<file path="src/rtl/vex_bus_arbiter.sv">
`default_nettype none
// ============================================================================
// Module   : vex_bus_arbiter
// Purpose  : Shares one cmd/rsp memory port between the VexRiscv iBus
//            (instruction fetch) and dBus (data). Round-robin arbitration,
//            grant lock across dBus write bursts, and an in-order tag FIFO
//            that routes each read response back to the bus that issued it.
// Ports    : clk, reset              - clock, synchronous active-high reset
//            iBus_cmd_* / iBus_rsp_* - fetch command and response
//            dBus_cmd_* / dBus_rsp_* - data command and response
//            mem_cmd_*  / mem_rsp_*  - shared memory port
//            outstanding             - reads currently in flight
//            err_unexpected          - sticky: response seen with no read pending
// Revision : 1.0 - initial release
// ============================================================================
module vex_bus_arbiter #(
   parameter int ADDR_W       = 32,
   parameter int DATA_W       = 32,
   parameter int MAX_OUTSTAND = 4
) (
   input  logic                          clk,
   input  logic                          reset,
   input  logic                          iBus_cmd_valid,
   output logic                          iBus_cmd_ready,
   input  logic [ADDR_W-1:0]             iBus_cmd_address,
   input  logic [2:0]                    iBus_cmd_size,
   output logic                          iBus_rsp_valid,
   output logic [DATA_W-1:0]             iBus_rsp_data,
   output logic                          iBus_rsp_error,
   input  logic                          dBus_cmd_valid,
   output logic                          dBus_cmd_ready,
   input  logic                          dBus_cmd_wr,
   input  logic [ADDR_W-1:0]             dBus_cmd_address,
   input  logic [DATA_W-1:0]             dBus_cmd_data,
   input  logic [DATA_W/8-1:0]           dBus_cmd_mask,
   input  logic [2:0]                    dBus_cmd_size,
   input  logic                          dBus_cmd_last,
   output logic                          dBus_rsp_valid,
   output logic [DATA_W-1:0]             dBus_rsp_data,
   output logic                          dBus_rsp_error,
   output logic                          dBus_rsp_last,
   output logic                          mem_cmd_valid,
   input  logic                          mem_cmd_ready,
   output logic                          mem_cmd_wr,
   output logic [ADDR_W-1:0]             mem_cmd_address,
   output logic [DATA_W-1:0]             mem_cmd_data,
   output logic [DATA_W/8-1:0]           mem_cmd_mask,
   output logic [2:0]                    mem_cmd_size,
   output logic                          mem_cmd_last,
   input  logic                          mem_rsp_valid,
   input  logic [DATA_W-1:0]             mem_rsp_data,
   input  logic                          mem_rsp_error,
   input  logic                          mem_rsp_last,
   output logic [$clog2(MAX_OUTSTAND):0] outstanding,
   output logic                          err_unexpected
);

   localparam int PTR_W = $clog2(MAX_OUTSTAND);
   localparam int CNT_W = PTR_W + 1;

   // Grant encoding doubles as the FIFO tag: 0 = iBus, 1 = dBus.
   typedef enum logic [0:0] {
      S_IDLE = 1'b0,
      S_HOLD = 1'b1
   } state_t;

   state_t                  state_q;
   logic                    grant_q;
   logic                    lock_q;
   logic                    rr_q;       // preferred requester on a tie
   logic [MAX_OUTSTAND-1:0] tag_q;
   logic [PTR_W-1:0]        wr_ptr_q;
   logic [PTR_W-1:0]        rd_ptr_q;
   logic [CNT_W-1:0]        count_q;

   logic pick;
   logic gnt;
   logic gnt_valid;
   logic is_read;
   logic fifo_full;
   logic fifo_empty;
   logic accept;
   logic opens_lock;
   logic push;
   logic pop;
   logic rsp_hit;
   logic head_tag;

   // In IDLE the pick is combinational so a command can win and be accepted
   // in the same cycle; in HOLD the registered grant is used.
   assign pick       = (iBus_cmd_valid & dBus_cmd_valid) ? rr_q : dBus_cmd_valid;
   assign gnt        = (state_q == S_HOLD) ? grant_q : pick;
   assign gnt_valid  = gnt ? dBus_cmd_valid : iBus_cmd_valid;
   assign is_read    = gnt ? ~dBus_cmd_wr : 1'b1;
   assign fifo_full  = (count_q == CNT_W'(MAX_OUTSTAND));
   assign fifo_empty = (count_q == '0);

   // A read with no free tag slot is withheld from the memory port entirely.
   assign mem_cmd_valid  = gnt_valid & ~(is_read & fifo_full);
   assign accept         = mem_cmd_valid & mem_cmd_ready;
   assign iBus_cmd_ready = accept & ~gnt;
   assign dBus_cmd_ready = accept & gnt;
   assign opens_lock     = gnt & dBus_cmd_wr & ~dBus_cmd_last;

   // Payload is zeroed whenever no command is presented.
   always_comb begin
      mem_cmd_wr      = 1'b0;
      mem_cmd_address = '0;
      mem_cmd_data    = '0;
      mem_cmd_mask    = '0;
      mem_cmd_size    = '0;
      mem_cmd_last    = 1'b0;
      if (mem_cmd_valid) begin
         if (gnt) begin
            mem_cmd_wr      = dBus_cmd_wr;
            mem_cmd_address = dBus_cmd_address;
            mem_cmd_data    = dBus_cmd_data;
            mem_cmd_mask    = dBus_cmd_mask;
            mem_cmd_size    = dBus_cmd_size;
            mem_cmd_last    = dBus_cmd_last;
         end else begin
            mem_cmd_address = iBus_cmd_address;
            mem_cmd_mask    = '1;
            mem_cmd_size    = iBus_cmd_size;
            mem_cmd_last    = 1'b1;
         end
      end
   end

   // Response routing follows the oldest outstanding tag.
   assign push     = accept & is_read;
   assign head_tag = tag_q[rd_ptr_q];
   assign rsp_hit  = mem_rsp_valid & ~fifo_empty;
   assign pop      = rsp_hit & mem_rsp_last;

   assign iBus_rsp_valid = rsp_hit & ~head_tag;
   assign iBus_rsp_data  = iBus_rsp_valid ? mem_rsp_data : '0;
   assign iBus_rsp_error = iBus_rsp_valid & mem_rsp_error;
   assign dBus_rsp_valid = rsp_hit & head_tag;
   assign dBus_rsp_data  = dBus_rsp_valid ? mem_rsp_data : '0;
   assign dBus_rsp_error = dBus_rsp_valid & mem_rsp_error;
   assign dBus_rsp_last  = dBus_rsp_valid & mem_rsp_last;
   assign outstanding    = count_q;

   always_ff @(posedge clk) begin
      if (reset) begin
         state_q        <= S_IDLE;
         grant_q        <= 1'b0;
         lock_q         <= 1'b0;
         rr_q           <= 1'b1;
         tag_q          <= '0;
         wr_ptr_q       <= '0;
         rd_ptr_q       <= '0;
         count_q        <= '0;
         err_unexpected <= 1'b0;
      end else begin
         case (state_q)
            S_IDLE: begin
               if (accept) begin
                  if (opens_lock) begin
                     state_q <= S_HOLD;
                     grant_q <= 1'b1;
                     lock_q  <= 1'b1;
                  end else begin
                     rr_q <= ~gnt;
                  end
               end else if (mem_cmd_valid) begin
                  // Stalled by the memory port: freeze the grant.
                  state_q <= S_HOLD;
                  grant_q <= gnt;
               end
            end
            S_HOLD: begin
               if (accept) begin
                  if (opens_lock) begin
                     lock_q <= 1'b1;
                  end else begin
                     state_q <= S_IDLE;
                     lock_q  <= 1'b0;
                     rr_q    <= ~gnt;
                  end
               end else if (!lock_q && !gnt_valid) begin
                  state_q <= S_IDLE;
               end
            end
            default: state_q <= S_IDLE;
         endcase

         if (push) begin
            tag_q[wr_ptr_q] <= gnt;
            wr_ptr_q        <= wr_ptr_q + 1'b1;
         end
         if (pop) begin
            rd_ptr_q <= rd_ptr_q + 1'b1;
         end
         if (push && !pop) begin
            count_q <= count_q + 1'b1;
         end else if (pop && !push) begin
            count_q <= count_q - 1'b1;
         end

         if (mem_rsp_valid && fifo_empty) begin
            err_unexpected <= 1'b1;
         end
      end
   end

endmodule
`default_nettype wire

</file>
<file path="config.mk">
export PLATFORM = sky130hd
export DESIGN_NAME = vex_bus_arbiter
export DESIGN_NICKNAME = d
export VERILOG_FILES = /design/src/rtl/vex_bus_arbiter.sv
export SDC_FILE = /design/constraint.sdc
export NUM_CORES = 1
export LEC_CHECK = 0
export BUFFER_PORTS_ARGS = -buffer_cell sky130_fd_sc_hd__buf_2
export CELL_PAD_IN_SITES_DETAIL_PLACEMENT = 1
export CELL_PAD_IN_SITES_GLOBAL_PLACEMENT = 1
export CORE_AREA = 4 4 114 116
export DETAILED_ROUTE_END_ITERATION = 10
export DIE_AREA = 0 0 118 120
export MAX_ROUTING_LAYER = met4
export PLACE_DENSITY_LB_ADDON = 0.12
export SLEW_MARGIN = 20
export SYNTH_ARGS = -nofsm -noshare
export SYNTH_HDL_FRONTEND = slang
export SYNTH_SLANG_ARGS = --single-unit
</file>
<file path="constraint.sdc">
create_clock -name clk -period 6.1 [get_ports clk]
set_clock_uncertainty 0.1 [all_clocks]
set_input_delay 0.61 -clock clk [delete_from_list [all_inputs] [get_ports clk]]
set_output_delay 0.61 -clock clk [all_outputs]
set_load 0.01 [all_outputs]
</file>
==> impl_metrics.env, run 1 <==
export IMPL_final_design_area_no_fill_mm2=0.00395
export IMPL_finalCritPeriodShare_pct=60.2
export IMPL_cts_reportedPaths_clkPinSlew_ns=0.05
export IMPL_timing_critical_path_from_type="input pin"
export IMPL_port_buffers=296
export IMPL_synth_seq_cells=16
export IMPL_cts_bufs_inserted=3
export IMPL_unrepaired_setup_endpoints_after_global_routing="no"
export IMPL_cp_data_arrival_time_ns=2.96
export IMPL_post_synth_cell_area_avg_um2=6.83
export IMPL_syn2layout_area_growth_pct=70.3
export IMPL_finalHoldWorstSlack_ns=0.372
export IMPL_diodes=0
export IMPL_totalWireLength_um=11600
export IMPL_cts_resized=0
export IMPL_cts_setup_buffers=0
export IMPL_synth_edf_count=0
export IMPL_critical_path_class="in2out"
export IMPL_grt_start_max_net_pins=46
export IMPL_row_count=40
export IMPL_first_pass_grt_wire_length_um=17700
export IMPL_cts_root_buffer="sky130_fd_sc_hd__clkbuf_16"
export IMPL_worst_setup_path_end_kind="primary output"
export IMPL_ys_seq_area_share_pct=13.8
export IMPL_final_hold_viol_count=0
export IMPL_worst_slew_margin_rel_pct=38.9
export IMPL_fin_nets=769
export IMPL_hold_buffers=0
export IMPL_fin_ws_ns=2.43
export IMPL_synth_simple_gate_area_share_pct=46.3
export IMPL_timing_final_setup_violations=0
export IMPL_placed_cell_area_mm2=0.00386
export IMPL_pin_count=297
export IMPL_total_leakage_power_nw=2.38
export IMPL_pre_cts_setup_slack_ns=2.06
export IMPL_synth_compound_area_share_pct=24.3
export IMPL_drt_first_iter_violations=90
export IMPL_synth_adder_area_share_pct=3.56
export IMPL_grt_overflow_total=0
export IMPL_ys_types=44
export IMPL_power_per_cell_area_mw_per_mm2=306
export IMPL_outcome="finished, final reports clean"
export IMPL_dr_total_vias=3354
export IMPL_synth_cells=340
export IMPL_synth_top_family_by_area="simple AND/OR/NAND/NOR gates"
export IMPL_post_synthesis_net_count=494
export IMPL_postSynth_asyncResetShare_pct=0
export IMPL_syn_cell_area_mm2=0.00232
export IMPL_dp_hpwl_um=9660
export IMPL_via_count_of_the_first_global_routing_pass=3479
export IMPL_crit_path_max_fanout=45
export IMPL_horizontal_die_dimension_um=118
export IMPL_max_freq_mhz=273
export IMPL_fp_dieArea_mm2=0.0142
export IMPL_slew_at_the_pin_closest_to_its_max_slew_limit_ns=0.917
export IMPL_post_route_min_period_ns=3.67
export IMPL_finalWeightedCongestion=0.734
export IMPL_max_cap_viol_count=0
export IMPL_clkLatencyLatePin_ns=0.25
export IMPL_cts_max_path_bufs=2
export IMPL_total_core_area_mm2=0.0119
export IMPL_initial_utilization_pct=19.5
export IMPL_cts_tree="yes"
export IMPL_post_drt_wl_per_cell_um=15.2
export IMPL_most_common_layout_cells="sky130_fd_sc_hd__buf_2 (296), sky130_fd_sc_hd__nand2_1 (76), sky130_fd_sc_hd__and2_1 (67), sky130_fd_sc_hd__a21oi_2 (38), sky130_fd_sc_hd__and3_1 (35)"
export IMPL_layout_cells_most_common="sky130_fd_sc_hd__buf_2"
export IMPL_htreeDepth=1
export IMPL_routed_via_density=4.41
export IMPL_clkSinkCount=16
export IMPL_final_core_util_pct=33.2
export IMPL_post_route_cells_drive_above_1_share_pct=57.8
export IMPL_vdd_drop_max_uv=93.0
export IMPL_report_final_slew_viol_count=0
export IMPL_holdCritPathClass="reg2reg"
export IMPL_drt_pass1_iterations=4
export IMPL_synth_mux_area_fraction_pct=2.26
export IMPL_worst_hold_path_num_cells=2
export IMPL_timing_critical_path_required_ns=5.39
export IMPL_post_route_drc_count=0
export IMPL_xor_xnor_share_of_the_synthesized_area_pct=1.89
export IMPL_setup_tns_final_ns=0
export IMPL_antenna_left=0
export IMPL_timing_reg2reg_worst_path_depth=9
export IMPL_yosysWarningCount=0
export IMPL_die_height_um=120
export IMPL_grt_util_all_layers_pct=15.4
export IMPL_prevailing_post_synth_register_cell="sky130_fd_sc_hd__dfxtp_1"
export IMPL_antenna_violations_before_repair=0
[cell usage after synthesis, types with 2 or more instances]
master	number	area share [%]
sky130_fd_sc_hd__and2_1	67	18
sky130_fd_sc_hd__dfxtp_1	16	14
sky130_fd_sc_hd__o21ai_0	4	0.86
sky130_fd_sc_hd__inv_1	5	0.81
sky130_fd_sc_hd__ha_1	5	2.7
sky130_fd_sc_hd__xor2_1	4	1.5
sky130_fd_sc_hd__buf_6	6	2.9
sky130_fd_sc_hd__nor2_1	18	2.9
sky130_fd_sc_hd__nand3_1	2	0.43
sky130_fd_sc_hd__a21oi_2	38	14
sky130_fd_sc_hd__and3_1	35	9.4
sky130_fd_sc_hd__mux2i_1	3	1.3
sky130_fd_sc_hd__nor3_1	2	0.43
sky130_fd_sc_hd__clkbuf_1	19	3.1
sky130_fd_sc_hd__nand2_1	76	12
sky130_fd_sc_hd__buf_2	3	0.65
sky130_fd_sc_hd__a21oi_1	6	1.3
sky130_fd_sc_hd__nand2b_1	2	0.54
sky130_fd_sc_hd__a211oi_1	4	1.3
[layout make-up]
cell class	count	area, um2
fillers	1599	7960
well taps	147	184
multi-input cells	289	1830
clock buffers	4	88.8
repair buffers	299	1500
inverters	6	22.5
flip-flops and latches	16	320
[flip-flops by register name, indices dropped and copies added, names as in the netlist]
register        flops
wr_ptr_q            2
lock_q              1
rd_ptr_q            2
rr_q                1
err_unexpected      1
tag_q               4
outstanding         3
grant_q             1
state_q             1
[report_power, final]
group / switching [mW] / internal [mW] / leakage (nW) / total [mW]
registers: 0.0321 / 0.130 / 0.131 / 0.162
logic: 0.540 / 0.363 / 2.21 / 0.904
clock network: 0.0424 / 0.0996 / 0.0442 / 0.142
total: 0.615 / 0.593 / 2.38 / 1.21
[metrics by stage]
stage | total power [mW] | instances
floorplan | 0.746 | 340
global placement | 1.07 | 757
detailed placement | 1.08 | 757
CTS | 1.23 | 761
global route | 1.32 | 761
finish | 1.21 | 761
[worst max-delay path, stage by stage]
cell and delay [ns]:
sky130_fd_sc_hd__buf_2 0.13, sky130_fd_sc_hd__nor2b_4 0.18, sky130_fd_sc_hd__a22o_2 0.76, sky130_fd_sc_hd__o21ai_0 0.24
sky130_fd_sc_hd__nor2_2 0.65, sky130_fd_sc_hd__and2_1 0.23, sky130_fd_sc_hd__buf_2 0.13
[final timing paths]
kind,slack (ns),to,from
worst max register to register,2.93,outstanding[2],state_q
worst min-delay path,0.37,err_unexpected,err_unexpected
worst max-delay path,2.43,mem_cmd_data[6],dBus_cmd_valid
worst min register to register,0.37,err_unexpected,err_unexpected
[cells by family (layout without fill, tap and decap cells)]
family                     after synthesis  count (layout)
DFF                                     16              16
buffers and inverters                   35             309
and+or+nand+nor                        208             208
muxes                                    4               4
AOI/OAI and AO/OA                       66              66
xor gates and xnor gates                 5               5
adders and majority gates                6               6
[metal layers]
metal | part of all wire (%) | track usage [%] | wire length, um | vias to the layer above
met2 | 57 | 30.5 | 6560 | 130
met4 | 0.46 | 1.83 | 53 | 0
met5 | 0 | - | 0 | -
li1 | - | - | - | 1676
met1 | 37 | 16.1 | 4310 | 1542
met3 | 5.6 | 3.16 | 643 | 6
Note: power is estimated with default switching activity, not from simulation.
==> inputs of run 2 (changes only) <==
--- a/config.mk
+++ b/config.mk
@@ -8,9 +8,9 @@
 export BUFFER_PORTS_ARGS = -buffer_cell sky130_fd_sc_hd__buf_2
 export CELL_PAD_IN_SITES_DETAIL_PLACEMENT = 1
 export CELL_PAD_IN_SITES_GLOBAL_PLACEMENT = 1
-export CORE_AREA = 4 4 114 116
+export CORE_MARGIN = 4
+export CORE_UTILIZATION = 17
 export DETAILED_ROUTE_END_ITERATION = 10
-export DIE_AREA = 0 0 118 120
 export MAX_ROUTING_LAYER = met4
 export PLACE_DENSITY_LB_ADDON = 0.12
 export SLEW_MARGIN = 20
==> constraint.sdc (replaced) <==
create_clock -name clk -period 2.96 [get_ports clk]
set_clock_uncertainty 0.1 [all_clocks]
set_input_delay 0.296 -clock clk [delete_from_list [all_inputs] [get_ports clk]]
set_output_delay 0.296 -clock clk [all_outputs]
set_load 0.01 [all_outputs]
==> impl_metrics.env, run 2 (synthesis results as in run 1) <==
export IMPL_cts_reportedPaths_clkPinSlew_ns=0.05
export IMPL_final_design_area_no_fill_mm2=0.00406
export IMPL_grt_start_max_net_pins=38
export IMPL_clkLatencyLatePin_ns=0.25
export IMPL_cts_setup_buffers=0
export IMPL_cp_data_arrival_time_ns=2.34
export IMPL_final_seq_area_um2=320
export IMPL_post_drt_wl_per_cell_um=15.0
export IMPL_pin_count=297
export IMPL_timing_final_setup_violations=0
export IMPL_global_route_usage_met1_pct=15.2
export IMPL_post_route_drc_count=0
export IMPL_largest_register_ff_count=4
export IMPL_clkSinkCount=16
export IMPL_worst_setup_path_end_kind="primary output"
export IMPL_grt_busiest_layer="met2"
export IMPL_use_met3_pct=3.43
export IMPL_port_buffers=296
export IMPL_worst_r2r_endpoint="outstanding[2]"
export IMPL_timing_reg2reg_worst_path_depth=9
export IMPL_slew_at_the_pin_closest_to_its_max_slew_limit_ns=0.509
export IMPL_grt_overflow_total=0
export IMPL_drt_pass1_iterations=4
export IMPL_outcome="finished, final reports clean"
export IMPL_cts_bufs_inserted=3
export IMPL_fin_nets=777
export IMPL_place_inst=794
export IMPL_worst_hold_path_num_cells=2
export IMPL_placed_cell_area_mm2=0.00397
export IMPL_post_route_cells_drive_above_1_share_pct=58.2
export IMPL_most_common_layout_cells="sky130_fd_sc_hd__buf_2 (296), sky130_fd_sc_hd__nand2_1 (76), sky130_fd_sc_hd__and2_1 (67), sky130_fd_sc_hd__a21oi_2 (38), sky130_fd_sc_hd__and3_1 (35)"
export IMPL_antenna_violations_before_repair=0
export IMPL_setup_tns_final_ns=0
export IMPL_dp_hpwl_um=10100
export IMPL_multi_input_comb_area_mm2=0.00183
export IMPL_reg2reg_slack_ns=0.34
export IMPL_top_register="tag_q"
export IMPL_routed_via_density=4.26
export IMPL_report_final_slew_viol_count=0
export IMPL_antenna_left=0
export IMPL_row_count=42
export IMPL_post_layout_nonfiller_instances=798
export IMPL_power_per_cell_area_mw_per_mm2=631
export IMPL_holdCritPathClass="in2reg"
export IMPL_cts_max_path_bufs=2
export IMPL_die_height_um=125
export IMPL_total_leakage_power_nw=2.43
export IMPL_finalWeightedCongestion=0.854
export IMPL_dr_total_vias=3398
export IMPL_worst_setup_ep="mem_cmd_data[15]"
export IMPL_crit_start="state_q"
export IMPL_grt_met2_usage_pct=27.9
export IMPL_initial_utilization_pct=17.5
export IMPL_cts_tree="yes"
export IMPL_diodes=0
export IMPL_timing_critical_path_from_type="flop"
export IMPL_worst_slew_margin_rel_pct=65.9
export IMPL_max_cap_viol_count=0
export IMPL_post_route_min_period_ns=2.73
export IMPL_unrepaired_setup_endpoints_after_global_routing="no"
export IMPL_layout_cells_most_common="sky130_fd_sc_hd__buf_2"
export IMPL_worst_r2r_src="state_q"
export IMPL_final_fill_count=1751
export IMPL_totalWireLength_um=12000
export IMPL_htreeDepth=1
export IMPL_syn2layout_area_growth_pct=74.8
export IMPL_vdd_drop_max_uv=169
export IMPL_total_power_mw=2.56
export IMPL_crit_path_max_fanout=33
export IMPL_via_count_of_the_first_global_routing_pass=3473
export IMPL_fp_dieArea_mm2=0.0156
export IMPL_horizontal_die_dimension_um=125
export IMPL_total_core_area_mm2=0.0133
export IMPL_critical_path_class="reg2out"
export IMPL_max_freq_mhz=366
export IMPL_timing_critical_path_required_ns=2.56
export IMPL_drt_first_iter_violations=117
export IMPL_cts_root_buffer="sky130_fd_sc_hd__clkbuf_16"
export IMPL_final_hold_viol_count=0
export IMPL_finalHoldWorstSlack_ns=0.157
export IMPL_finalCritPeriodShare_pct=92.3
export IMPL_first_pass_grt_wire_length_um=18500
export IMPL_grt_util_all_layers_pct=14.6
## run 2: cell types whose count changed in the layout (fill, tap and decap cells not counted)
cell	before	now
sky130_fd_sc_hd__buf_4	3	9
sky130_fd_sc_hd__buf_12	0	1
sky130_fd_sc_hd__buf_6	0	1
sky130_fd_sc_hd__nor2_1	17	18
sky130_fd_sc_hd__nor2_2	1	0
sky130_fd_sc_hd__nor2b_2	1	2
sky130_fd_sc_hd__nor2b_4	2	1
## run 2: where the power goes
| group | internal [mW] | total [mW] | switching (mW) |
|---|---|---|---|
| Combinational | 0.797 | 1.93 | 1.13 |
| Sequential | 0.268 | 0.335 | 0.0666 |
| Clock | 0.206 | 0.298 | 0.0923 |
| Total | 1.27 | 2.56 | 1.29 |
## run 2: timing repair
action                     4_1_cts  5_1_grt
hold buffers                     0        0
setup endpoints to repair        0       32
gates resized for setup          0        1
hold endpoints to repair         0        0
## run 2: layout make-up
class	instances	area share, %
Multi-Input combinational cell	289	45.0
Timing Repair Buffer	307	38.9
Sequential cell	16	7.89
Tap cell	176	5.43
Clock buffer	4	2.19
Inverter	6	0.555
## run 2: metrics by stage
stage,setup slack (ns),util (%)
after floorplan,0.421,-
after global placement,0.391,29.8
after detailed placement,0.311,29.8
after CTS,0.0470,30.5
after global routing,0.0263,30.5
final,0.227,30.5
## run 2: how the worst min path moves through the flow
stage | from | endpoint | slack [ns]
3_5_place_dp | err_unexpected | err_unexpected | 0.36
6_report | dBus_cmd_last | lock_q | 0.16
4_1_cts | dBus_cmd_last | lock_q | 0.15
2_1_floorplan | reset | tag_q[0] | 0.27
3_3_place_gp | err_unexpected | err_unexpected | 0.35
5_1_grt | dBus_cmd_last | lock_q | 0.15
## run 2: routing by layer
layer / vias to the layer above / share of wire (%)
met5: - / 0
met3: 14 / 7.1
met1: 1554 / 37
li1: 1685 / -
met4: 0 / 1.4
met2: 145 / 55
## run 2: critical path, cell delays in order (launching register included)
cell and delay (ns):
sky130_fd_sc_hd__dfxtp_1 0.54, sky130_fd_sc_hd__a22o_2 0.26, sky130_fd_sc_hd__buf_4 0.20, sky130_fd_sc_hd__buf_6 0.28, sky130_fd_sc_hd__o21ai_0 0.13, sky130_fd_sc_hd__nor2_1 0.11, sky130_fd_sc_hd__buf_4 0.25, sky130_fd_sc_hd__and2_1 0.17
sky130_fd_sc_hd__buf_2 0.14
==> inputs of run 3 (changes only) <==
--- a/config.mk
+++ b/config.mk
@@ -10,6 +10,7 @@
 export CELL_PAD_IN_SITES_GLOBAL_PLACEMENT = 1
 export CORE_MARGIN = 4
 export CORE_UTILIZATION = 17
+export CTS_BUF_LIST = sky130_fd_sc_hd__clkbuf_16
 export DETAILED_ROUTE_END_ITERATION = 10
 export MAX_ROUTING_LAYER = met4
 export PLACE_DENSITY_LB_ADDON = 0.12
==> impl_metrics.env, run 3 (synthesis results as in run 1) <==
export IMPL_cts_max_path_bufs=2
export IMPL_worst_setup_path_end_kind="primary output"
export IMPL_worst_r2r_src="state_q"
export IMPL_finalWeightedCongestion=0.854
export IMPL_power_per_cell_area_mw_per_mm2=626
export IMPL_grt_start_max_net_pins=38
export IMPL_finalHoldWorstSlack_ns=0.157
export IMPL_grt_overflow_total=0
export IMPL_horizontal_die_dimension_um=125
export IMPL_worst_hold_path_num_cells=2
export IMPL_largest_register_ff_count=4
export IMPL_drt_first_iter_violations=117
export IMPL_antenna_violations_before_repair=0
export IMPL_vdd_drop_max_uv=166
export IMPL_post_route_cells_drive_above_1_share_pct=58.0
export IMPL_cp_data_arrival_time_ns=2.34
export IMPL_reg2reg_slack_ns=0.34
export IMPL_htreeDepth=1
export IMPL_first_pass_grt_wire_length_um=18500
export IMPL_most_common_layout_cells="sky130_fd_sc_hd__buf_2 (296), sky130_fd_sc_hd__nand2_1 (76), sky130_fd_sc_hd__and2_1 (67), sky130_fd_sc_hd__a21oi_2 (38), sky130_fd_sc_hd__and3_1 (35)"
export IMPL_fin_nets=777
export IMPL_cts_tree="yes"
export IMPL_report_final_slew_viol_count=0
export IMPL_finalCritPeriodShare_pct=92.3
export IMPL_unrepaired_setup_endpoints_after_global_routing="no"
export IMPL_grt_util_all_layers_pct=14.6
export IMPL_fp_dieArea_mm2=0.0156
export IMPL_dr_total_vias=3398
export IMPL_drt_pass1_iterations=4
export IMPL_port_buffers=296
export IMPL_die_height_um=125
export IMPL_critical_path_class="reg2out"
export IMPL_timing_reg2reg_worst_path_depth=9
export IMPL_timing_final_setup_violations=0
export IMPL_totalWireLength_um=12000
export IMPL_critPathMaxStageDelay_ns=0.54
export IMPL_timing_critical_path_mode_cell="sky130_fd_sc_hd__buf_4"
export IMPL_cts_root_buffer="sky130_fd_sc_hd__clkbuf_16"
export IMPL_cts_setup_buffers=0
export IMPL_final_hold_viol_count=0
export IMPL_critical_path_slowest_stage_cell="sky130_fd_sc_hd__dfxtp_1"
export IMPL_outcome="finished, final reports clean"
export IMPL_crit_path_max_fanout=33
export IMPL_syn2layout_area_growth_pct=74.4
export IMPL_row_count=42
export IMPL_antenna_left=0
export IMPL_total_core_area_mm2=0.0133
export IMPL_post_route_min_period_ns=2.73
export IMPL_setup_tns_final_ns=0
export IMPL_worst_r2r_endpoint="outstanding[2]"
export IMPL_post_drt_wl_per_cell_um=15.0
export IMPL_holdCritStartpoint="dBus_cmd_last"
export IMPL_timing_critical_path_from_type="flop"
export IMPL_pin_count=297
export IMPL_total_leakage_power_nw=2.42
export IMPL_post_route_drc_count=0
export IMPL_diodes=0
export IMPL_worst_slew_margin_rel_pct=65.9
export IMPL_holdCritPathClass="in2reg"
export IMPL_dp_hpwl_um=10100
export IMPL_via_count_of_the_first_global_routing_pass=3473
export IMPL_clkLatencyLatePin_ns=0.25
export IMPL_timing_hold_worst_endpoint="lock_q"
export IMPL_initial_utilization_pct=17.5
export IMPL_cts_bufs_inserted=3
export IMPL_clkSinkCount=16
export IMPL_top_register="tag_q"
export IMPL_layout_cells_most_common="sky130_fd_sc_hd__buf_2"
export IMPL_cts_reportedPaths_clkPinSlew_ns=0.05
export IMPL_timing_critical_path_required_ns=2.56
export IMPL_final_core_util_pct=30.4
export IMPL_max_cap_viol_count=0
export IMPL_slew_at_the_pin_closest_to_its_max_slew_limit_ns=0.509
export IMPL_routed_via_density=4.26
export IMPL_crit_path_cell_trace="a22o_2 -> buf_4 -> buf_6 -> o21ai_0 -> nor2_1 -> buf_4 -> and2_1 -> buf_2"
export IMPL_max_freq_mhz=366
run 3: where the power goes:
group | internal, mW | switching (mW) | total, mW
sequential | 0.268 | 0.0666 | 0.335
combinational | 0.797 | 1.13 | 1.93
clock | 0.180 | 0.0911 | 0.271
run 3: layout make-up:
cell class | instances | area [um2]
fill | 1753 | 9250
clock buffer | 3 | 75.1
inverter | 6 | 22.5
clock inverter | 1 | 3.75
timing repair buffer | 307 | 1580
multi-input combinational | 289 | 1830
tap | 176 | 220
sequential | 16 | 320
run 3: what timing repair did:
action,4_1_cts,5_1_grt
resized for setup,0,1
endpoints found under the setup margin,0,32
hold buffers,0,0
run 3: how the worst max path moves through the flow:
stage | start | end | slack, ns | depth (start not counted)
2_1_floorplan | rr_q | outstanding[2] | 0.42 | 10
3_3_place_gp | iBus_cmd_valid | outstanding[2] | 0.39 | 10
3_5_place_dp | dBus_cmd_valid | mem_cmd_data[15] | 0.31 | 10
4_1_cts | state_q | mem_cmd_data[15] | 0.05 | 8
5_1_grt | state_q | mem_cmd_data[1] | 0.03 | 8
6_report | state_q | mem_cmd_data[15] | 0.23 | 8
run 3: worst max-delay path: cells and delay by family (launching register included):
| kind | cells | cell delay, ns |
|---|---|---|
| compound gates | 2 | 0.39 |
| buf+inv | 4 | 0.87 |
| flops | 1 | 0.54 |
| simple gates | 2 | 0.28 |
run 3: stage by stage:
stage	std cells	worst slack [ns]	power, mW	area, um2
6_report	798	0.227	2.54	4050
5_1_grt	798	0.0263	2.77	4050
4_1_cts	798	0.0470	2.59	4040
3_5_place_dp	794	0.311	2.31	3970
3_3_place_gp	794	0.391	2.29	3970
2_1_floorplan	340	0.421	1.54	2320
run 3: metal layers:
metal / wire length (um) / global-route usage (%) / share of wire [%] / vias up
met5: 0 / - / 0 / -
met4: 172 / 2.87 / 1.4 / 0
met3: 847 / 3.43 / 7.1 / 14
met2: 6530 / 27.9 / 55 / 145
met1: 4410 / 15.2 / 37 / 1554
li1: - / - / - / 1685
